===== config.mk =====
export PLATFORM = sky130hd
export DESIGN_NAME = rcc_reg_master
export DESIGN_NICKNAME = d
export VERILOG_FILES = /design/src/rtl/rcc_reg_pkg.sv /design/src/rtl/rcc_timeout_cnt.sv /design/src/rtl/rcc_reg_master.sv
export SDC_FILE = /design/constraint.sdc
export NUM_CORES = 1
export LEC_CHECK = 0
export ABC_CLOCK_PERIOD_IN_PS = 3600
export CAP_MARGIN = 25
export CORE_MARGIN = 2
export CORE_UTILIZATION = 40
export DETAILED_ROUTE_END_ITERATION = 6
export PLACE_DENSITY = 0.8
export SETUP_SLACK_MARGIN = 0.3
export SLEW_MARGIN = 20
export SYNTH_ARGS = -nofsm -noshare
export SYNTH_HDL_FRONTEND = slang
export SYNTH_SLANG_ARGS = --single-unit

===== constraint.sdc =====
create_clock -name clk -period 3.6 [get_ports clk]
set_input_delay 0.72 -clock clk [delete_from_list [all_inputs] [get_ports clk]]
set_output_delay 0.72 -clock clk [all_outputs]
set_load 0.005 [all_outputs]

===== src/rtl/rcc_reg_pkg.sv =====
// Shared types and constants for the RCC register-bus initiator and its users.
package rcc_reg_pkg;

  // Default bus geometry, used where a module has no data-width parameter of its own.
  localparam int DEF_DW = 32;
  localparam int DEF_WW = DEF_DW / 8;

  // Number of byte-offset address bits that must be zero for an aligned access.
  localparam int ALIGN_LSB = $clog2(DEF_WW);

  // Initiator FSM states.
  typedef enum logic [1:0] {
    IDLE = 2'd0,
    REQ  = 2'd1,
    RESP = 2'd2
  } rcc_state_e;

  // Response classification for benches and scoreboards.
  typedef enum logic [1:0] {
    RSP_OK       = 2'd0,
    RSP_SLVERR   = 2'd1,
    RSP_MISALIGN = 2'd2,
    RSP_TIMEOUT  = 2'd3
  } rcc_rsp_code_e;

  // Alignment LSB count for an arbitrary strobe width; a one-byte bus has no offset bits.
  function automatic int alignLsb(input int ww);
    return (ww > 1) ? $clog2(ww) : 0;
  endfunction

endpackage


===== src/rtl/rcc_timeout_cnt.sv =====
// Parameterised saturating cycle counter that flags when a wait has run its full budget.
// LIMIT = 0 disables expiry altogether.
module rcc_timeout_cnt #(
  parameter int LIMIT = 64
) (
  input  logic clk,
  input  logic rst,
  input  logic clr,
  input  logic en,
  output logic expired
);

  localparam int CW = (LIMIT > 0) ? $clog2(LIMIT + 1) : 1;
  localparam logic [CW-1:0] LAST = CW'((LIMIT > 0) ? (LIMIT - 1) : 0);
  localparam logic [CW-1:0] SAT  = CW'(LIMIT);

  logic [CW-1:0] cnt_q;

  // Count enabled cycles, holding at LIMIT rather than wrapping back to zero.
  always_ff @(posedge clk) begin
    if (rst || clr) begin
      cnt_q <= '0;
    end else if (en && (cnt_q != SAT)) begin
      cnt_q <= cnt_q + 1'b1;
    end
  end

  assign expired = (LIMIT > 0) && (cnt_q == LAST);

endmodule


===== src/rtl/rcc_reg_master.sv =====
// Single-outstanding register-bus initiator for the RCC slave interface.
// Commands arrive over valid/ready, one bus transaction is issued at a time,
// and every request is bounded by a timeout so a dead slave cannot stall the source.
module rcc_reg_master
  import rcc_reg_pkg::*;
#(
  parameter int AW             = 29,
  parameter int DW             = 32,
  parameter int WW             = DW / 8,
  parameter int TIMEOUT_CYCLES = 64,
  parameter int ALIGN_CHECK    = 1
) (
  input  logic          clk,
  input  logic          rst,
  input  logic          cmd_valid,
  output logic          cmd_ready,
  input  logic          cmd_we,
  input  logic [AW-1:0] cmd_addr,
  input  logic [DW-1:0] cmd_wdata,
  input  logic [WW-1:0] cmd_wstrb,
  output logic          rsp_valid,
  input  logic          rsp_ready,
  output logic [DW-1:0] rsp_rdata,
  output logic          rsp_err,
  output logic          rsp_timeout,
  output logic          bus_req,
  output logic          bus_we,
  output logic [AW-1:0] bus_addr,
  output logic [DW-1:0] bus_wdata,
  output logic [WW-1:0] bus_wstrb,
  input  logic          bus_ack,
  input  logic [DW-1:0] bus_rdata,
  input  logic          bus_err,
  output logic          busy
);

  localparam int LSB = alignLsb(WW);
  localparam logic [AW-1:0] ALIGN_MASK = AW'((1 << LSB) - 1);

  rcc_state_e    state_q;
  logic          busReq_q;
  logic          busWe_q;
  logic [AW-1:0] busAddr_q;
  logic [DW-1:0] busWdata_q;
  logic [WW-1:0] busWstrb_q;
  logic          rspValid_q;
  logic [DW-1:0] rspRdata_q;
  logic          rspErr_q;
  logic          rspTimeout_q;
  logic          busy_q;

  logic cmdMisaligned;
  logic cmdEmptyWrite;
  logic tmoExpired;

  assign cmdMisaligned = (ALIGN_CHECK != 0) && ((cmd_addr & ALIGN_MASK) != '0);
  assign cmdEmptyWrite = cmd_we && (cmd_wstrb == '0);

  // The wait budget only runs while a request is outstanding and unanswered.
  rcc_timeout_cnt #(
    .LIMIT(TIMEOUT_CYCLES)
  ) u_tmo (
    .clk    (clk),
    .rst    (rst),
    .clr    (state_q != REQ),
    .en     (busReq_q && !bus_ack),
    .expired(tmoExpired)
  );

  // Transaction sequencer: capture a command, run it on the bus, hold the response.
  always_ff @(posedge clk) begin
    if (rst) begin
      state_q      <= IDLE;
      busReq_q     <= 1'b0;
      busWe_q      <= 1'b0;
      busAddr_q    <= '0;
      busWdata_q   <= '0;
      busWstrb_q   <= '0;
      rspValid_q   <= 1'b0;
      rspRdata_q   <= '0;
      rspErr_q     <= 1'b0;
      rspTimeout_q <= 1'b0;
      busy_q       <= 1'b0;
    end else begin
      case (state_q)
        IDLE: begin
          if (cmd_valid) begin
            busWe_q      <= cmd_we;
            busAddr_q    <= cmd_addr;
            busWdata_q   <= cmd_wdata;
            busWstrb_q   <= cmd_we ? cmd_wstrb : '0;
            rspRdata_q   <= '0;
            rspErr_q     <= 1'b0;
            rspTimeout_q <= 1'b0;
            busy_q       <= 1'b1;
            if (cmdMisaligned) begin
              rspErr_q   <= 1'b1;
              rspValid_q <= 1'b1;
              state_q    <= RESP;
            end else if (cmdEmptyWrite) begin
              rspValid_q <= 1'b1;
              state_q    <= RESP;
            end else begin
              busReq_q <= 1'b1;
              state_q  <= REQ;
            end
          end
        end
        REQ: begin
          if (bus_ack) begin
            rspRdata_q <= busWe_q ? '0 : bus_rdata;
            rspErr_q   <= bus_err;
            busReq_q   <= 1'b0;
            rspValid_q <= 1'b1;
            state_q    <= RESP;
          end else if (tmoExpired) begin
            rspRdata_q   <= '0;
            rspErr_q     <= 1'b1;
            rspTimeout_q <= 1'b1;
            busReq_q     <= 1'b0;
            rspValid_q   <= 1'b1;
            state_q      <= RESP;
          end
        end
        RESP: begin
          if (rsp_ready) begin
            rspValid_q <= 1'b0;
            busy_q     <= 1'b0;
            state_q    <= IDLE;
          end
        end
        default: begin
          busReq_q   <= 1'b0;
          rspValid_q <= 1'b0;
          busy_q     <= 1'b0;
          state_q    <= IDLE;
        end
      endcase
    end
  end

  assign cmd_ready   = (state_q == IDLE);
  assign bus_req     = busReq_q;
  assign bus_we      = busWe_q;
  assign bus_addr    = busAddr_q;
  assign bus_wdata   = busWdata_q;
  assign bus_wstrb   = busWstrb_q;
  assign rsp_valid   = rspValid_q;
  assign rsp_rdata   = rspRdata_q;
  assign rsp_err     = rspErr_q;
  assign rsp_timeout = rspTimeout_q;
  assign busy        = busy_q;

endmodule


=== Word level (Yosys, flattened, before mapping) ===
Index checks and enable logic that the tools add are counted.

* Register bits: 112
* Input bits: 104
* Output and inout port bits: 104

* Add/subtract/negate cells: 1
* Equality and inequality tests: 13
* Muxes and demuxes: 35
* Bitwise gates (word level): 2
* Reduce and logical (&&, ||, !) cells: 16

{| class="wikitable"
|+ Operator list
! kind !! number
|-
| 32-bit two-way mux || 4
|-
| 32-bit one-hot mux with 2 select lines || 1
|-
| 29-bit nonzero test || 1
|-
| 1-bit two-way mux || 17
|-
| 2-bit two-way mux || 6
|-
| 2-bit != test (second input constant) || 6
|-
| 1-bit one-hot mux with 3 select lines || 3
|-
| 3-bit AND reduction || 3
|-
| 4-bit AND reduction || 2
|-
| 7-bit by 1-bit adder with 7-bit output (second input constant) || 1
|-
| 7-bit by 6-bit == test with 1-bit output (second input constant) || 1
|-
| 7-bit != test (second input constant) || 1
|-
| 2-bit one-hot mux with 3 select lines || 1
|-
| 5-bit AND reduction || 1
|-
| 4-bit logical NOT || 1
|-
| 4-bit two-way mux || 1
|-
| 1-bit one-hot mux with 2 select lines || 2
|-
| 1-bit logical AND || 3
|-
| 3-bit by 1-bit != test with 1-bit output (second input constant) || 1
|-
| 3-bit != test (second input constant) || 1
|-
| 2-bit by 1-bit == test with 1-bit output (second input constant) || 1
|-
| 2-bit == test (second input constant) || 1
|-
| 2-bit logical NOT || 1
|-
| 2-bit by 1-bit != test with 1-bit output (second input constant) || 1
|-
| 5 further kinds || 6
|}

=== Longest topological paths before layout ===
* Word-level depth: 6
* Depth in mapped cells: 8
* Gate-level depth less buffers: 6

=== Hierarchy ===
From an unflattened synthesis, not the netlist that was laid out.

* Cell total of the unflattened synthesis: 481
* Area, all modules: 4111.4 sq um

{| class="wikitable"
|+ Modules (own cells, without submodules)
! module !! times used !! cells each !! area an instance (sq um) !! sequential area each (sq um)
|-
| rcc_reg_master || 1 || 438 || 3756.1 || 2102.0
|-
| rcc_timeout_cnt || 1 || 43 || 355.3 || 140.1
|}

=== Worst setup path before layout ===
OpenSTA, ideal clock, no wires.

* Path kind: in2reg
* Start point: input port cmd_addr[0]
* End point: register rspValid_q, in the netlist rsp_valid
* Setup time: 0.131 ns
* Arrival: 1.558 ns
* Data required time: 3.469 ns
* Path slack: 1.912 ns
* Stages on the path: 4
* Path through: or4_1 a21oi_2 or3b_1 a21oi_2

* Cells in the longest elaborated chain, start to end: 4
* Elaborated cells between the ends (all ways): 6
* Classes of those cells: 1 x eq/ne; 3 x mux; 2 x reduce/logical

{| class="wikitable"
|+ Ends and longest elaborated chain
! element !! RTL line !! text
|-
| from (decl) || rcc_reg_master.sv:18 || <nowiki>input logic [AW-1:0] cmd_addr,</nowiki>
|-
| 29-bit nonzero test * || rcc_reg_master.sv:56 || <nowiki>assign cmdMisaligned = (ALIGN_CHECK != 0) && ((cmd_addr & ALIGN_MASK) != '0);</nowiki>
|-
| 1-bit two-way mux || rcc_reg_master.sv:96 || <nowiki>if (cmdMisaligned) begin</nowiki>
|-
| 1-bit two-way mux || rcc_reg_master.sv:87 || <nowiki>if (cmd_valid) begin</nowiki>
|-
| 1-bit one-hot mux with 3 select lines || rcc_reg_master.sv:85 || <nowiki>case (state_q)</nowiki>
|-
| to (signal assigned) || rcc_reg_master.sv:79 || <nowiki>rspValid_q <= 1'b0;</nowiki>
|-
| to (signal assigned) || rcc_reg_master.sv:98 || <nowiki>rspValid_q <= 1'b1;</nowiki>
|-
| to (signal assigned) || rcc_reg_master.sv:101 || <nowiki>rspValid_q <= 1'b1;</nowiki>
|-
| to (decl) || rcc_reg_master.sv:46 || <nowiki>logic rspValid_q;</nowiki>
|}

Mark *: on every way between the ends. The rest lies on a longest branch, timed or not. The select of a mux whose other input is x is not followed.
A chain may end at the register's enable or synchronous reset.

=== Worst setup path after layout ===
* Start point: register state_q[0]
* End point: output port cmd_ready

* Cells in the longest elaborated chain, start to end: 1

{| class="wikitable"
|+ Ends and longest elaborated chain
! element !! RTL line !! text
|-
| from (decl) || rcc_reg_master.sv:40 || <nowiki>rcc_state_e state_q;</nowiki>
|-
| from (signal assigned) || rcc_reg_master.sv:73 || <nowiki>state_q <= IDLE;</nowiki>
|-
| from (signal assigned) || rcc_reg_master.sv:99 || <nowiki>state_q <= RESP;</nowiki>
|-
| from (signal assigned) || rcc_reg_master.sv:102 || <nowiki>state_q <= RESP;</nowiki>
|-
| 2-bit logical NOT || rcc_reg_master.sv:142 || <nowiki>assign cmd_ready = (state_q == IDLE);</nowiki>
|-
| to (decl) || rcc_reg_master.sv:16 || <nowiki>output logic cmd_ready,</nowiki>
|}

No other way between the ends.

==> implementation parameters <==
Parameter                              Value

Outcome
  Outcome ... finished clean

Worst setup path
  Cell-by-cell trace of the critical path ... nor2_2 -> clkdlybuf4s50_1
  WP data required ... 2.88 ns
  Largest driver fanout on the critical path ... 13
  Worst path bufs/invs ... 1
  Dominant delay contributor by cell family on the critical path ... buffers and inverters
  Category of the worst setup path capture point ... output port
  Highest cell delay on the worst timing path ... 0.58 ns
  Crit path launch ... state_q[0]
  Critical path startpoint category ... flop
  Critical path data arrival time ... 1.63 ns
  Slowest cell on the critical path ... clkdlybuf4s50_1
  Critical path class ... flop to output port
  Worst flop-to-flop path startpoint ... state_q[0]

Place
  Worst setup timing slack at the placement stage ... 1.13 ns
  Final Wtd Congestion ... 0.840
  Placed instance count ... 773
  PortBufs ... 207
  Total half-perimeter wirelength after legalization and detailed placement ... 8440 um

Power
  Leakage ... 2.34 nW
  P per Cell Area ... 387 nW/um2
  Worst vdd ir ... 259 uV

Logic synthesis
  Share of the synthesized area in the top cell type ... 0.544
  Register area share after synthesis ... 0.544
  #FFs+latches synth ... 112
  Count of flip-flops with a built-in enable after synthesis ... 0
  Synth area leader ... dfxtp_1
  Synthesized area per cell ... 9.02 um2
  Netlist Area Pre-Place ... 4120 um2
  Primary FF master, synth ... dfxtp_1
  Async set or reset register ratio after synthesis ... 0
  Synth warnings ... 0
  Post-synthesis instance total ... 457
  Net count of the mapped netlist ... 563
  Number of distinct library cells after synthesis ... 48
  Top area cells in the synthesized netlist ... dfxtp_1 54%, nand2_1 12%, a21oi_1 8.4%

Worst hold path
  HP Class ... flop to flop
  Worst Hold Launch ... bus_addr[17]

Die
  DIE AREA ... 11100 um2
  Floorplan die height ... 106 um
  Site row count ... 37
  IO Pins ... 208
  Initial core utilization ... 0.405
  Width of the die ... 106 um
  Core Footprint ... 10200 um2

Clock tree
  Longest Clk Path Bufs ... 2
  Total CTS buffers ... 9
  Later-pin clock latency in the skew report ... 0.37 ns
  CTS clock-pin slew for the worst setup and hold paths ... 0.10 ns
  Clock root buffer ... clkbuf_8
  Maximum level of the CTS H-tree ... 3
  Post-CTS Setup Inserts ... 0
  Post-CTS Hold Buffers ... 0
  TritonCTS Sinks ... 112
  CTS tree ... done
  Number of instances resized during post-cts repair ... 0

Routing
  Post-detailed-route DRC marker count ... 0
  DRC violation total after the first TritonRoute iteration ... 187
  DR vias/cell ... 4.94
  DR WL/cell ... 14.8 um
  Final wirelength ... 11600 um
  Via count ... 3900
  Total iterations of the first detailed-routing run ... 4
  Final ANT Viol Nets ... 0

Final layout
  Area growth from synthesis to final layout ... 55.3%
  Leading cell type in the layout, fill and taps excluded ... clkdlybuf4s50_1
  Fraction of layout instances using a drive strength above 1 ... 0.0551
  Fillcell total ... 876
  Diodes inserted ... 0
  Leading cell types in the layout, fill and taps excluded ... 206 x clkdlybuf4s50_1, 130 x nand2_1, 112 x dfxtp_1
  Non-filler cells, final ... 789
  Post-layout net count ... 754

STA
  RSZ-0062 raised after global routing ... no
  Min Clock Period, post-route ... 2.35 ns
  Top achievable clock speed ... 425 MHz
  Count of final hold-check violations ... 0
  Crit path setup slack, layout ... 1.25 ns
  Ratio of final minimum period to clock period ... 0.654
  Final clock skew ... 0.0172 ns
  Summed negative setup slack over all endpoints ... 0 ns
  Final slew viol count ... 0
  Actual slew at the worst max-slew pin ... 0.804 ns
  Max transition margin ... 0.464
  Number of setup violations in the final report ... 0

Global route
  GR Util All Layers ... 0.206
  Pin count of the biggest net entering global routing ... 75
  Overall overflow remaining after global route ... 0
  Number of antenna violations at the first check in global routing ... 0
  First-pass GRT wire length ... 18600 um
  Vias in the first global route ... 3745

Run
  Max-cap violations ... 0
==> sequential cells by signal (all words and copies together), names as in the netlist <==
register and count:
bus_addr 29, bus_req 1, bus_wdata 32, bus_we 1, bus_wstrb 4, busy 1
rsp_err 1, rsp_rdata 32, rsp_timeout 1, rsp_valid 1, state_q 2, u_tmo.cnt_q 7
==> through the flow <==
step	power, W	util	hold WS [ns]	cell area (um2)
after CTS	0.00251	0.629	0.461	6400
after global routing	0.00261	0.629	0.481	6400
after global placement	0.00178	0.610	0.442	6220
after floorplan	0.00153	-	0.448	4120
final	0.00248	0.629	0.457	6400
after detailed placement	0.00179	0.610	0.447	6220
==> layer usage <==
metal  vias to the layer above  part of all wire  track usage
met5                         -                 0            0
met1                      1806              0.41        0.242
li1                       1926                 -            -
met4                         0             0.024       0.0789
met2                       145              0.50        0.362
met3                        23             0.066       0.0470
==> cells by family after synthesis <==
group,Yosys count,share of synthesized area
AOI/OAI and AO/OA,121,0.195
xor gates and xnor gates,6,0.0128
adders and majority gates,2,0.00607
buffers and inverters,40,0.0525
DFF,112,0.544
muxes,1,0.00243
and+or+nand+nor,175,0.188
==> Yosys cell counts, types with 2 or more instances <==
cell	instances
a211oi_1	3
a21oi_1	69
a21oi_2	2
a22o_1	32
and2_1	5
buf_2	14
buf_4	3
buf_6	5
clkbuf_1	11
dfxtp_1	112
ha_1	2
inv_1	7
nand2_1	131
nand2b_1	4
nand3_1	6
nand4_1	2
nor2_1	10
nor2b_1	3
nor3_1	2
o211ai_1	2
xor2_1	5
==> report_power, final <==
part	internal [W]	total [W]	switching, W	leakage, nW
clock	0.000267	0.000718	0.000451	0.0940
sequential	0.00130	0.00133	0.0000357	0.914
combinational	0.000249	0.000425	0.000176	1.33
total	0.00181	0.00248	0.000663	2.34
==> worst paths after layout <==
| path | endpoint | slack [ns] | cells past startpoint |
|---|---|---|---|
| worst min register to register | bus_addr[17] | 0.46 | 2 |
| worst max register to register | rsp_rdata[14] | 1.63 | 5 |
| worst min-delay path | bus_addr[17] | 0.46 | 2 |
| worst max-delay path | cmd_ready | 1.25 | 2 |
==> cell type report <==
| type | count | area (um2) | area share |
|---|---|---|---|
| flip-flops and latches | 112 | 2240 | 0.350 |
| repair buffers | 213 | 2110 | 0.330 |
| multi-input cells | 305 | 1670 | 0.260 |
| well taps | 136 | 170 | 0.0266 |
| clock buffers | 9 | 124 | 0.0194 |
| clock inverters | 7 | 61.3 | 0.00958 |
| inverters | 7 | 26.3 | 0.00410 |
==> worst reg2reg max path, stage by stage (launching register included) <==
cell      delay [ns]
dfxtp_1         0.61
nor2b_4         0.31
nand2b_1        0.26
nor3_4          0.18
buf_4           0.35
a22o_1          0.21
Power figures use the tool's default switching activity.
